$ cat config.mk
export PLATFORM = sky130hd
export DESIGN_NAME = ext_mem_master
export DESIGN_NICKNAME = d
export VERILOG_FILES = /design/src/rtl/ext_mem_master.sv
export SDC_FILE = /design/constraint.sdc
export NUM_CORES = 1
export LEC_CHECK = 0
export ABC_AREA = 1
export BUFFER_PORTS_ARGS = -buffer_cell sky130_fd_sc_hd__buf_2
export CORE_MARGIN = 5
export CORE_UTILIZATION = 57
export CTS_BUF_LIST = sky130_fd_sc_hd__clkbuf_4 sky130_fd_sc_hd__clkbuf_8
export DETAILED_ROUTE_END_ITERATION = 12
export PLACE_DENSITY = 0.88
export REMOVE_ABC_BUFFERS = 1
export SLEW_MARGIN = 30
export SYNTH_ARGS = -nofsm -noshare
export SYNTH_HDL_FRONTEND = slang
export SYNTH_SLANG_ARGS = --single-unit
$ cat constraint.sdc
create_clock -name clk -period 4.3 [get_ports clk]
set_input_delay 0.86 -clock clk [delete_from_list [all_inputs] [get_ports clk]]
set_output_delay 0.86 -clock clk [all_outputs]
set_load 0.01 [all_outputs]
$ cat src/rtl/ext_mem_master.sv
// rtl/ext_mem_master.sv - burst master for a synchronous external data memory
// Write bursts are paced by wr_valid; read bursts issue every cycle and return data three cycles later.
module ext_mem_master #(
    parameter int DMA_SIZE = 3,
    parameter int DMD_SIZE = 4,
    parameter int LEN_W    = 4
) (
    input  logic                clk,
    input  logic                rst_n,
    input  logic                cmd_valid,
    output logic                cmd_ready,
    input  logic                cmd_wr,
    input  logic [DMA_SIZE-1:0] cmd_addr,
    input  logic [LEN_W-1:0]    cmd_len,
    input  logic [DMD_SIZE-1:0] wr_data,
    input  logic                wr_valid,
    output logic                wr_ready,
    output logic [DMD_SIZE-1:0] rd_data,
    output logic                rd_valid,
    output logic                done,
    output logic                ps_dm_cslt,
    output logic                ps_dm_wrb,
    output logic [DMA_SIZE-1:0] dg_dm_add,
    output logic [DMD_SIZE-1:0] bc_dt,
    input  logic [DMD_SIZE-1:0] dm_bc_dt
);

    typedef enum logic [1:0] {
        IDLE  = 2'd0,
        WRITE = 2'd1,
        READ  = 2'd2,
        DRAIN = 2'd3
    } state_t;

    state_t              state_q, state_d;
    logic [DMA_SIZE-1:0] addr_q, addr_d;
    logic [LEN_W-1:0]    cnt_q, cnt_d;
    logic                cslt_q, cslt_d;
    logic                wrb_q, wrb_d;
    logic [DMA_SIZE-1:0] dm_add_q, dm_add_d;
    logic [DMD_SIZE-1:0] bc_dt_q, bc_dt_d;
    logic [DMD_SIZE-1:0] rd_data_q, rd_data_d;
    logic                rd_valid_q, rd_valid_d;
    logic                done_q, done_d;
    logic [2:0]          rsr_q, rsr_d;

    always_comb begin
        state_d    = state_q;
        addr_d     = addr_q;
        cnt_d      = cnt_q;
        cslt_d     = 1'b0;
        wrb_d      = wrb_q;
        dm_add_d   = dm_add_q;
        bc_dt_d    = bc_dt_q;
        done_d     = 1'b0;
        // Each stage marks a read in flight; stage 2 means data is on dm_bc_dt now.
        rsr_d      = {rsr_q[1:0], cslt_q & ~wrb_q};
        rd_valid_d = rsr_q[2];
        rd_data_d  = rsr_q[2] ? dm_bc_dt : rd_data_q;

        case (state_q)
            IDLE: begin
                if (cmd_valid) begin
                    addr_d  = cmd_addr;
                    cnt_d   = cmd_len;
                    state_d = cmd_wr ? WRITE : READ;
                end
            end
            WRITE: begin
                if (wr_valid) begin
                    cslt_d   = 1'b1;
                    wrb_d    = 1'b1;
                    dm_add_d = addr_q;
                    bc_dt_d  = wr_data;
                    addr_d   = addr_q + DMA_SIZE'(1);
                    if (cnt_q == '0) begin
                        state_d = DRAIN;
                    end else begin
                        cnt_d = cnt_q - LEN_W'(1);
                    end
                end
            end
            READ: begin
                cslt_d   = 1'b1;
                wrb_d    = 1'b0;
                dm_add_d = addr_q;
                addr_d   = addr_q + DMA_SIZE'(1);
                if (cnt_q == '0) begin
                    state_d = DRAIN;
                end else begin
                    cnt_d = cnt_q - LEN_W'(1);
                end
            end
            DRAIN: begin
                // Leaving once the pipe empties lines done up with the final rd_valid.
                if (rsr_d == 3'b000) begin
                    done_d  = 1'b1;
                    state_d = IDLE;
                end
            end
            default: state_d = IDLE;
        endcase
    end

    always_ff @(posedge clk or negedge rst_n) begin
        if (!rst_n) begin
            state_q    <= IDLE;
            addr_q     <= '0;
            cnt_q      <= '0;
            cslt_q     <= 1'b0;
            wrb_q      <= 1'b0;
            dm_add_q   <= '0;
            bc_dt_q    <= '0;
            rd_data_q  <= '0;
            rd_valid_q <= 1'b0;
            done_q     <= 1'b0;
            rsr_q      <= 3'b000;
        end else begin
            state_q    <= state_d;
            addr_q     <= addr_d;
            cnt_q      <= cnt_d;
            cslt_q     <= cslt_d;
            wrb_q      <= wrb_d;
            dm_add_q   <= dm_add_d;
            bc_dt_q    <= bc_dt_d;
            rd_data_q  <= rd_data_d;
            rd_valid_q <= rd_valid_d;
            done_q     <= done_d;
            rsr_q      <= rsr_d;
        end
    end

    assign cmd_ready  = (state_q == IDLE);
    assign wr_ready   = (state_q == WRITE);
    assign ps_dm_cslt = cslt_q;
    assign ps_dm_wrb  = wrb_q;
    assign dg_dm_add  = dm_add_q;
    assign bc_dt      = bc_dt_q;
    assign rd_data    = rd_data_q;
    assign rd_valid   = rd_valid_q;
    assign done       = done_q;

endmodule

==> out/metrics.cfg <==
[timing]
skew_ns=0.00157
min_period_ns=2.12
fin_setup_tns_ns=0
setup_viol=0
grt_setup_unrepaired=false
fmax_ghz=0.471
finalHoldViolCount=0
fin_crit_sh=0.494
slew-limit-headroom=0.611
worst_slew_pin_slew_ns=0.583
maxSlewViolCount=0

[critical_path]
reg2reg_depth=7
crit_arrival_ns=1.26
crit_required_ns=3.44
cp-startpoint=state_q[1]
r2r_slack_ns=2.66
worstSetupStartpointType=flip-flop
r2r-end=cnt_q[0]
cp_max_fo=4
r2r_start=state_q[0]
endpoint=wr_ready
crit_path_end_kind=output port
crit_type=flip-flop to output port

[grt]
grt_start_max_net_pins=28
grt_usage=0.158
gr-total-overflow=0
grt_pass1_wl_um=4130
antenna_found_initial=0
grt_pass1_vias=987

[drt]
drt_iter0_markers=13
wl_per_cell_um=11.6
first_pass_iters=4
wl_met3_um=175
drcViolationCount=0
detail_route.vias_per_cell=4.86
vias=991
antenna_left=0
met1_length_um=982
routed_wl_um=2360
top_layer=met4
met2WireLength_um=1170

[flow_run]
maxCapViolations=0

[layout]
regArea_um2=676
diodes=0
num-nets-final=204
fillers=183
drive_above_1_share=0.307
stdcell_area_mm2=0.00153
syn_to_final_growth_pct=18.4
multiInputGateArea_um2=541
finish.utilization=0.698

[synth]
ys_types=18
synthCells=137
syn_area_per_cell_um2=9.43
synth-seq-cells=27
netlist_area_mm2=0.00129
ys_seq_area_frac=0.523
ys_warn_count=0

[floorplanning]
die_area_mm2=0.00332
core_mm2=0.00219
die_w_um=57.6
start_util=0.589
die_h_um=57.6
pin_count=37
rows=17

[clocking]
htree_levels=1
clk_pin_slew_ns=0.14
cts_setup_buffers=0
cts.path.max_buffers=2
cts_tree=yes
cts_resized=0
cts_root_buf=clkbuf_4
postCtsHoldBufs=0
clk_latency_ns=0.33
cts_made_buffers=3
cts_sinks=27

[placement]
globalplace.congestion=0.800
placed_area_mm2=0.00150
portBuffers=36
hpwl_um=1890

[power]
leakagePower_nw=0.836
powerDensity_mw_per_mm2=766
irDropWorstVdd_mv=0.479

[status]
status=completed

[min_path]
min_path_type=flip-flop to flip-flop

cells in the mapped netlist:
master	n	area [um2]
nand4_1	2	12.5
xnor2_1	1	8.76
nor2_4	2	22.5
ha_1	7	87.6
dfrtp_1	27	676
o21ai_0	14	70.1
inv_1	16	60.1
buf_4	1	7.51
or2_0	1	6.26
nand3_1	5	25.0
nand2_1	40	150
nor2_1	7	26.3
nand3_4	1	17.5
inv_2	2	7.51
o211ai_1	1	7.51
a21oi_1	1	5.00
mux2_2	8	90.1
nand2_4	1	11.3
power breakdown:
part           switching, W  internal (W)
clock             0.0000740     0.0000357
combinational      0.000371      0.000251
sequential        0.0000690      0.000370
per-layer routing:
metal,GRT usage,vias to the layer above
li1,-,513
met1,0.182,442
met2,0.285,31
met3,0.0362,5
met4,0.0530,0
met5,0,-
metrics by stage:
stage	hold WS, ns	cells	power (W)	worst slack (ns)
final	0.404	204	0.00117	2.18
after global routing	0.432	204	0.00129	2.09
after CTS	0.410	204	0.00119	2.16
after detailed placement	0.375	200	0.00108	2.54
after global placement	0.359	200	0.00104	2.58
after floorplan	0.354	136	0.000890	2.70
flip-flops by register name, summed over array words and instances, names as in the netlist:
register,count
rd_valid,1
addr_q,3
rd_data,4
state_q,2
cnt_q,4
ps_dm_wrb,1
dg_dm_add,3
bc_dt,4
done,1
ps_dm_cslt,1
rsr_q,3
cells in the final DEF, fill, tap and decap left out:
cell        instances
nor2_4              2
dfrtp_1            27
ha_1                7
o21ai_0            14
buf_2              36
a21oi_1             1
inv_1              16
o211ai_1            1
mux2_2              8
clkinvlp_4          1
nor2_1              7
nand3_1             5
inv_2               2
xnor2_1             1
nand2_1            40
nand2_4             1
nand4_1             2
nand3_4             1
or2_0               1
clkbuf_4            3
critical path: stages (launching register included):
cell,delay (ns)
dfrtp_1,0.43
inv_1,0.11
ha_1,0.24
buf_2,0.16
kinds of logic after synthesis:
logic type / after synthesis / synth area share
adder cells (fa/ha/maj): 7 / 0.0678
multiplexers: 8 / 0.0698
XOR/XNOR: 1 / 0.00678
buffers and inverters: 19 / 0.0581
AO/OA/AOI/OAI: 16 / 0.0640
flip-flops: 27 / 0.523
AND/OR/NAND/NOR: 59 / 0.210
worst min-delay path by stage:
| stage | from | end | depth (start not counted) |
|---|---|---|---|
| floorplan | rsr_q[0] | rsr_q[1] | 0 |
| global placement | rsr_q[0] | rsr_q[1] | 0 |
| detailed placement | rsr_q[1] | rsr_q[2] | 0 |
| CTS | rsr_q[0] | rsr_q[1] | 0 |
| global route | rsr_q[1] | rsr_q[2] | 0 |
| finish | rsr_q[0] | rsr_q[1] | 0 |
layout make-up:
type | count | area share
multi-input cells | 91 | 0.354
clock inverters | 1 | 0.00491
flip-flops and latches | 27 | 0.442
repair buffers | 36 | 0.118
well taps | 28 | 0.0229
clock buffers | 3 | 0.0147
inverters | 18 | 0.0442
Note: power is estimated with default switching activity, not from simulation.
